==> src/rtl/write_buffer_id_alloc.sv <==
// Write-buffer slot ID allocator: keeps the free list of wbuf slot IDs, grants
// one slot per accepted upstream write, issues the enqueue into write_buffer and
// reclaims slots when write_buffer returns them.

package write_buffer_id_alloc_pkg;
    typedef struct packed {
        int unsigned wbufSize;
    } mpc_u_t;

    typedef struct packed {
        mpc_u_t      u;
        int unsigned wbufWidth;
    } mpc_cfg_t;
endpackage

module write_buffer_id_alloc #(
    parameter write_buffer_id_alloc_pkg::mpc_cfg_t Cfg = '{u: '{wbufSize: 32'd4}, wbufWidth: 32'd3},
    parameter type wbufWidth_t = logic [Cfg.wbufWidth-1:0],
    parameter type wbuf_req_t  = logic [Cfg.wbufWidth+127:0]
) (
    input  logic         clk,
    input  logic         rst_n,
    input  logic         wr_req_valid,
    output logic         wr_req_ready,
    input  logic [127:0] wr_req_wdata,
    output wbufWidth_t   wr_alloc_id,
    output logic         xbar_req_valid,
    output wbuf_req_t    xbar_req,
    input  logic         xbar_rsp_free_valid,
    input  wbufWidth_t   xbar_rsp_free_id,
    output logic [Cfg.wbufWidth:0] free_cnt,
    output logic         err_bad_free
);
    localparam int N  = int'(Cfg.u.wbufSize);
    localparam int W  = int'(Cfg.wbufWidth);
    localparam int PW = $clog2(N);
    localparam logic [W:0]    N_V   = (W+1)'(N);
    localparam logic [PW-1:0] LAST  = PW'(N - 1);

    logic [W-1:0]        fifo [N];
    logic [PW-1:0]       head;
    logic [PW-1:0]       tail;
    // Sized to the full ID space so any returned ID indexes it directly;
    // entries at or above N are never set.
    logic [(1<<W)-1:0]   bitmap;

    logic accept;
    logic ret_in_range;
    logic ret_ok;
    logic ret_bad;

    assign wr_req_ready = (free_cnt != '0);
    assign wr_alloc_id  = wbufWidth_t'(fifo[head]);
    assign accept       = wr_req_valid & wr_req_ready;

    // A return is only legal for an in-range ID that is outstanding in the
    // registered bitmap; this also rejects returning the ID granted this cycle.
    assign ret_in_range = ({1'b0, W'(xbar_rsp_free_id)} < N_V);
    assign ret_ok       = xbar_rsp_free_valid & ret_in_range & bitmap[W'(xbar_rsp_free_id)];
    assign ret_bad      = xbar_rsp_free_valid & ~ret_ok;

    // Free list, pointers, outstanding bitmap and free counter.
    always_ff @(posedge clk or negedge rst_n) begin
        if (!rst_n) begin
            for (int i = 0; i < N; i++) fifo[i] <= W'(i);
            head     <= '0;
            tail     <= '0;
            bitmap   <= '0;
            free_cnt <= N_V;
        end else begin
            if (accept) begin
                head                <= (head == LAST) ? '0 : head + 1'b1;
                bitmap[fifo[head]]  <= 1'b1;
            end
            if (ret_ok) begin
                fifo[tail]                      <= W'(xbar_rsp_free_id);
                tail                            <= (tail == LAST) ? '0 : tail + 1'b1;
                bitmap[W'(xbar_rsp_free_id)]    <= 1'b0;
            end
            free_cnt <= free_cnt + {{W{1'b0}}, ret_ok} - {{W{1'b0}}, accept};
        end
    end

    // Enqueue one cycle after accept; payload holds its last value between pulses.
    always_ff @(posedge clk or negedge rst_n) begin
        if (!rst_n) begin
            xbar_req_valid <= 1'b0;
            xbar_req       <= '0;
        end else begin
            xbar_req_valid <= accept;
            if (accept) xbar_req <= wbuf_req_t'({fifo[head], wr_req_wdata});
        end
    end

    // One-cycle error pulse for a dropped return.
    always_ff @(posedge clk or negedge rst_n) begin
        if (!rst_n) err_bad_free <= 1'b0;
        else        err_bad_free <= ret_bad;
    end

endmodule

==> config.mk <==
export PLATFORM = sky130hd
export DESIGN_NAME = write_buffer_id_alloc
export DESIGN_NICKNAME = d
export VERILOG_FILES = /design/src/rtl/write_buffer_id_alloc.sv
export SDC_FILE = /design/constraint.sdc
export NUM_CORES = 1
export LEC_CHECK = 0
export CAP_MARGIN = 20
export CORE_MARGIN = 10
export CORE_UTILIZATION = 55
export CTS_CLUSTER_SIZE = 40
export DETAILED_ROUTE_END_ITERATION = 10
export DONT_BUFFER_PORTS = 1
export PLACE_DENSITY = 0.73
export REMOVE_ABC_BUFFERS = 1
export SYNTH_ARGS = -nofsm -noshare
export SYNTH_HDL_FRONTEND = slang
export SYNTH_SLANG_ARGS = --single-unit
export TNS_END_PERCENT = 100
==> constraint.sdc <==
create_clock -name clk -period 2.6 [get_ports clk]
set_input_delay 0.52 -clock clk [delete_from_list [all_inputs] [get_ports clk]]
set_output_delay 0.52 -clock clk [all_outputs]
set_load 0.02 [all_outputs]
== Word level (Yosys, flattened, before mapping) ==
Cells that the tools add are included.

* $add $sub $neg: 4
* Magnitude comparators: 8
* Equal/unequal tests: 2
* Mux-type cells: 16
* Bitwise gates (word level): 10
* Reduce and logical (&&, ||, !) cells: 4

{| class="wikitable"
|+ Operators by type and width
! cell !! number
|-
| 8-bit 2-to-1 mux || 2
|-
| 12-bit bitwise mux || 1
|-
| 3-bit 2-to-1 mux || 3
|-
| 8-bit AND || 1
|-
| 3-bit by 4-bit < comparator with 1-bit output, second input constant || 2
|-
| 8-bit inverter || 1
|-
| 8-bit bitwise OR || 1
|-
| 3-bit binary-select mux with 2-bit select || 1
|-
| 1-bit demux with 3-bit select || 2
|-
| 3-bit demux with 2-bit select || 1
|-
| 3-bit by 1-bit greater-or-equal comparator with 1-bit output, second input constant || 2
|-
| 3-bit greater-or-equal comparator, second input constant || 2
|-
| 2-bit inverter with 3-bit output || 2
|-
| 2-bit by 1-bit adder with 2-bit output, second input constant || 2
|-
| 4-bit by 1-bit adder with 4-bit output || 1
|-
| 1-bit AND || 4
|-
| 2-bit == test, second input constant || 2
|-
| 2-bit 2-to-1 mux || 2
|-
| 4-bit nonzero test || 1
|-
| 4-bit by 1-bit subtractor with 4-bit output || 1
|-
| 1-bit binary-select mux with 3-bit select || 1
|-
| 1-bit logical AND || 3
|-
| 3-bit by 1-bit < comparator with 1-bit output, second input constant || 1
|-
| 3-bit < comparator, second input constant || 1
|-
| 2 further kinds || 4
|}

* Flip-flop bits (word level): 161
* Bits of input ports: 135
* Output and inout port bits: 141
* Word-level logic and storage cells: 55

== Logic depth before layout (Yosys ltp) ==
* Word-level depth: 12
* Depth in mapped cells: 13
* Depth with buffers taken out: 11

== Worst setup path after synthesis ==
No wires, ideal clock.

* Kind: reg2reg
* Start point: reg free_cnt[2]
* End point: reg free_cnt[1]
* Library setup time: 0.114 ns
* Arrival time: 2.619 ns
* Required time: 2.486 ns
* Slack: -0.132 ns
* Stages on the path, launching flop included: 14
* Buffers on the path: 2
* Period minus slack after synthesis: 2.732 ns
* Cells stage by stage: dfstp_2 inv_1 ha_1 or3b_1 clkbuf_1 nand2_2 buf_6 inv_2 ha_1 inv_1 ha_1 inv_1 fa_1 inv_1

* Longest elaborated chain between the ends: 3

{| class="wikitable"
|+ RTL lines
! element !! RTL line !! source
|-
| from (decl) || 31 || <nowiki>output logic [Cfg.wbufWidth:0] free_cnt,</nowiki>
|-
| from (signal assigned) || 80 || <nowiki>free_cnt <= free_cnt + {{W{1'b0}}, ret_ok} - {{W{1'b0}}, accept};</nowiki>
|-
| 4-bit nonzero test || 52 || <nowiki>assign wr_req_ready = (free_cnt != '0);</nowiki>
|-
| named net wr_req_ready || 24 || <nowiki>output logic wr_req_ready,</nowiki>
|-
| 1-bit AND || 54 || <nowiki>assign accept = wr_req_valid & wr_req_ready;</nowiki>
|-
| named net accept || 47 || <nowiki>logic accept;</nowiki>
|-
| 4-bit by 1-bit subtractor with 4-bit output || 80 ||
|}

The timed path passes the listed nets, and every way through them passes these cells.
A chain may end at the register's enable or synchronous reset.

== Final worst setup path ==
* Start point: reg free_cnt[2]
* End point: reg free_cnt[2]

* Longest elaborated chain between the ends: 3
* Elaborated cells on any way between the ends: 4
* Those cells by class: 2 x add/sub; 1 x bitwise; 1 x reduce/logical

{| class="wikitable"
|+ RTL lines
! element !! RTL line
|-
| 4-bit nonzero test || 52
|-
| 1-bit AND || 54
|-
| named net accept || 47
|-
| 4-bit by 1-bit subtractor with 4-bit output || 80
|}

The timed path passes the listed nets, and every way through them passes these cells.

==> metrics.csv <==
stage,metric,value,unit
outcome,status,"complete, but fails checks",
outcome,violations,hold timing,
power,switching_power,2753,uW
timing,setup-tns-final,0,ns
timing,skew,0.01131,ns
global_routing,grt_pass1_wl,22.46,mm
power,ir_drop,608.8,uV
route,vias,3119,
route,post_drt_wl_per_cell,27.70,um
clock_tree,cts_buffer_depth,2,
critical_path,cp_max_fo,6,
clock_tree,cts_resized,0,
route,via_per_inst,5.787,
global_routing,grt_max_degree,158,
floorplan,die_area,0.01599,mm2
timing,period_needed,2.410,ns
clock_tree,cts_tree,done,
global_routing,first_global_vias,3430,
critical_path,worstSetupEndpointType,register,
timing,finalSetupViolCount,0,
yosys,ys.flop_type,dfrtp_1,
critical_path,path_buf_inv,4,
timing,slew_viol_final,0,
yosys,synth_area_leader_cell,dfrtp_1,
timing,finalCritPeriodShare,92.69,%
floorplan,coreArea,0.01098,mm2
route,drt_iter0_drc,191,
clock_tree,cts_sinks,157,
yosys,ys_warn_count,0,
cells_and_area,multi_input_area,0.002113,mm2
yosys,yosysSeqAreaShare,63.13,%
yosys,netlist_instances,378,
yosys,avgSynthCellArea,16.49,um2
cells_and_area,final_cells,539,
power,pwr_density_cell,1186,mW/mm2
critical_path,cpPeakStageDelay,0.53,ns
floorplan,io_pins,276,
floorplan,die_w,126.5,um
yosys,async_flop_share,100.0,%
floorplan,initial_core_util,56.76,%
yosys,synth_cell_types,35,
route,drc,0,
power,combinationalPowerShare,17.3,%
yosys,synth_area,0.006233,mm2
critical_path,crit_chain,inv_1 -> ha_1 -> or3b_1 -> nand2_8 -> inv_2 -> ha_1 -> inv_1 -> ha_1 -> inv_1 -> fa_1 -> xnor2_1,
yosys,yosys.area_share.adder,2.328,%
cells_and_area,area_delta_synth_final,11.50,%
cells_and_area,drive_above_1_share,20.80,%
yosys,synth_edf_count,0,
placed_design,pre_cts_slack,0.1701,ns
worst_hold_path,hold_class,in2async,
critical_path,cp-start-kind,register,
timing,grt_setup_unrepaired,false,
clock_tree,cts_root_buffer,clkbuf_16,
critical_path,cp.arrival,2.75,ns
critical_path,r2r_slack,0.19,ns
clock_tree,cts_made_buffers,17,
floorplan,rows,38,
global_routing,grt_usage,18.41,%
yosys,synth_xor_area_share,0.2810,%
power,p_int,5488,uW
cells_and_area,final_util,63.28,%
route,drtPass1Iterations,4,
power,seqPwrFrac,51.7,%
yosys,synth.mux.area_fraction,27.10,%
route,routed_wl,14.93,mm
power,leakage,0.003043,uW
placed_design,finalWeightedCongestion,0.7514,
timing,fmax,414.9,MHz
yosys,synth_top_family_by_area,multiplexers,
timing,worst_pin_slew,0.7023,ns
yosys,synth_seq_cells,157,
critical_path,critPathSlowestCell,dfstp_2,
yosys,synth.area.top_cells,"dfrtp_1, mux2_1, mux2_2, dfstp_2, ha_1",
yosys,synth-compound-area-share,1.947,%
clock_tree,htreeDepth,4,
clock_tree,insertion_delay,0.42,ns
clock_tree,clkSlewWorstSetupHoldPaths,0.06,ns
yosys,yosys.area_share.simple,2.027,%
power,p_clk_share,31.0,%
placed_design,dpl.cell_count,507,
route,ant_nets,0,
global_routing,overflow,0,
flow_run,max_cap_violations,0,
cells_and_area,fill_cells,785,
cells_and_area,regArea,0.003935,mm2
timing,slew_headroom,53.18,%
cells_and_area,nets,532,
timing,timing_hold_violations_final,152,
cells_and_area,n_antenna_cell,0,
power,swShare,33.40,%
critical_path,cpLargestDelayFamily,adder cells,
floorplan,dieHeight,126.5,um
yosys,synth_top_cell_area_share,61.02,%
timing,finalWorstSetupSlack,0.1900,ns
placed_design,hpwl,11.40,mm
clock_tree,postCtsSetupBuffers,0,
global_routing,antenna_found_initial,1,
critical_path,crit_type,reg2reg,
critical_path,worstPathRequired,2.94,ns
placed_design,numPortBuffers,0,
timing,hold_slack,-0.2105,ns
==> kinds of logic (layout without fill, tap and decap cells) <==
logic type,after synthesis,count (layout)
mux,145,145
flops,157,157
compound gates,13,13
xor+xnor,2,2
fa+ha+maj,11,11
buf+inv,31,52
simple gates,19,19
==> registers in the layout, summed over array words and instances (netlist names) <==
name,flops
fifo,12
tail,2
err_bad_free,1
free_cnt,4
xbar_req,131
bitmap,4
xbar_req_valid,1
head,2
==> final timing paths <==
kind / start / end / cells past startpoint
max in group asynchronous: rst_n / fifo[0] / 0
min: rst_n / xbar_req[15] / 0
max: free_cnt[2] / free_cnt[2] / 11
max reg2reg: free_cnt[2] / free_cnt[2] / 11
min reg2reg: fifo[11] / fifo[11] / 1
min in group clk: wr_req_wdata[35] / xbar_req[35] / 1
==> layout by cell type (no fill, tap or decap), types with 5 or more instances in the layout <==
cell | Yosys | layout
buf_4 | 0 | 5
clkbuf_16 | 0 | 17
clkbuf_8 | 0 | 5
dfrtp_1 | 152 | 152
dfstp_2 | 5 | 5
ha_1 | 10 | 10
inv_1 | 13 | 13
mux2_1 | 108 | 108
mux2_2 | 30 | 30
==> per-layer routing <==
metal  share of wire, %  track usage, %  wire length [um]
met5              0.087               0                13
met3                 11           9.954              1624
met4               0.90           5.827               134
met2                 55           32.72              8205
met1                 33           17.86              4951
==> final cells by class <==
class	instances	share of cell area [%]
repair buffers	6	0.8281
inverters	14	0.7561
clock inverters	6	1.548
multi-input cells	190	30.41
clock buffers	26	7.327
well taps	140	2.520
flip-flops and latches	157	56.62
==> synth_stat cells, types with 3 or more instances <==
cell / count
dfrtp_1: 152
mux2_1: 108
mux2_2: 30
inv_1: 13
buf_6: 10
ha_1: 10
buf_2: 6
dfstp_2: 5
and2_1: 4
mux4_2: 4
nand4_1: 4
mux2_4: 3
o31ai_1: 3
==> stage by stage <==
step	instance area, um2	power [uW]
floorplan	6087	5257
global placement	6334	5696
detailed placement	6334	5777
CTS	6950	8340
global route	6950	8656
finish	6950	8241
==> power by group through the flow <==
stage / combinational, uW / clock, uW / sequential, uW
2_1_floorplan: 1130 / 0 / 4130
3_3_place_gp: 1390 / 0 / 4310
3_5_place_dp: 1450 / 0 / 4330
4_1_cts: 1460 / 2590 / 4290
5_1_grt: 1590 / 2720 / 4340
6_report: 1430 / 2550 / 4260
Note: power is estimated with default switching activity, not from simulation.
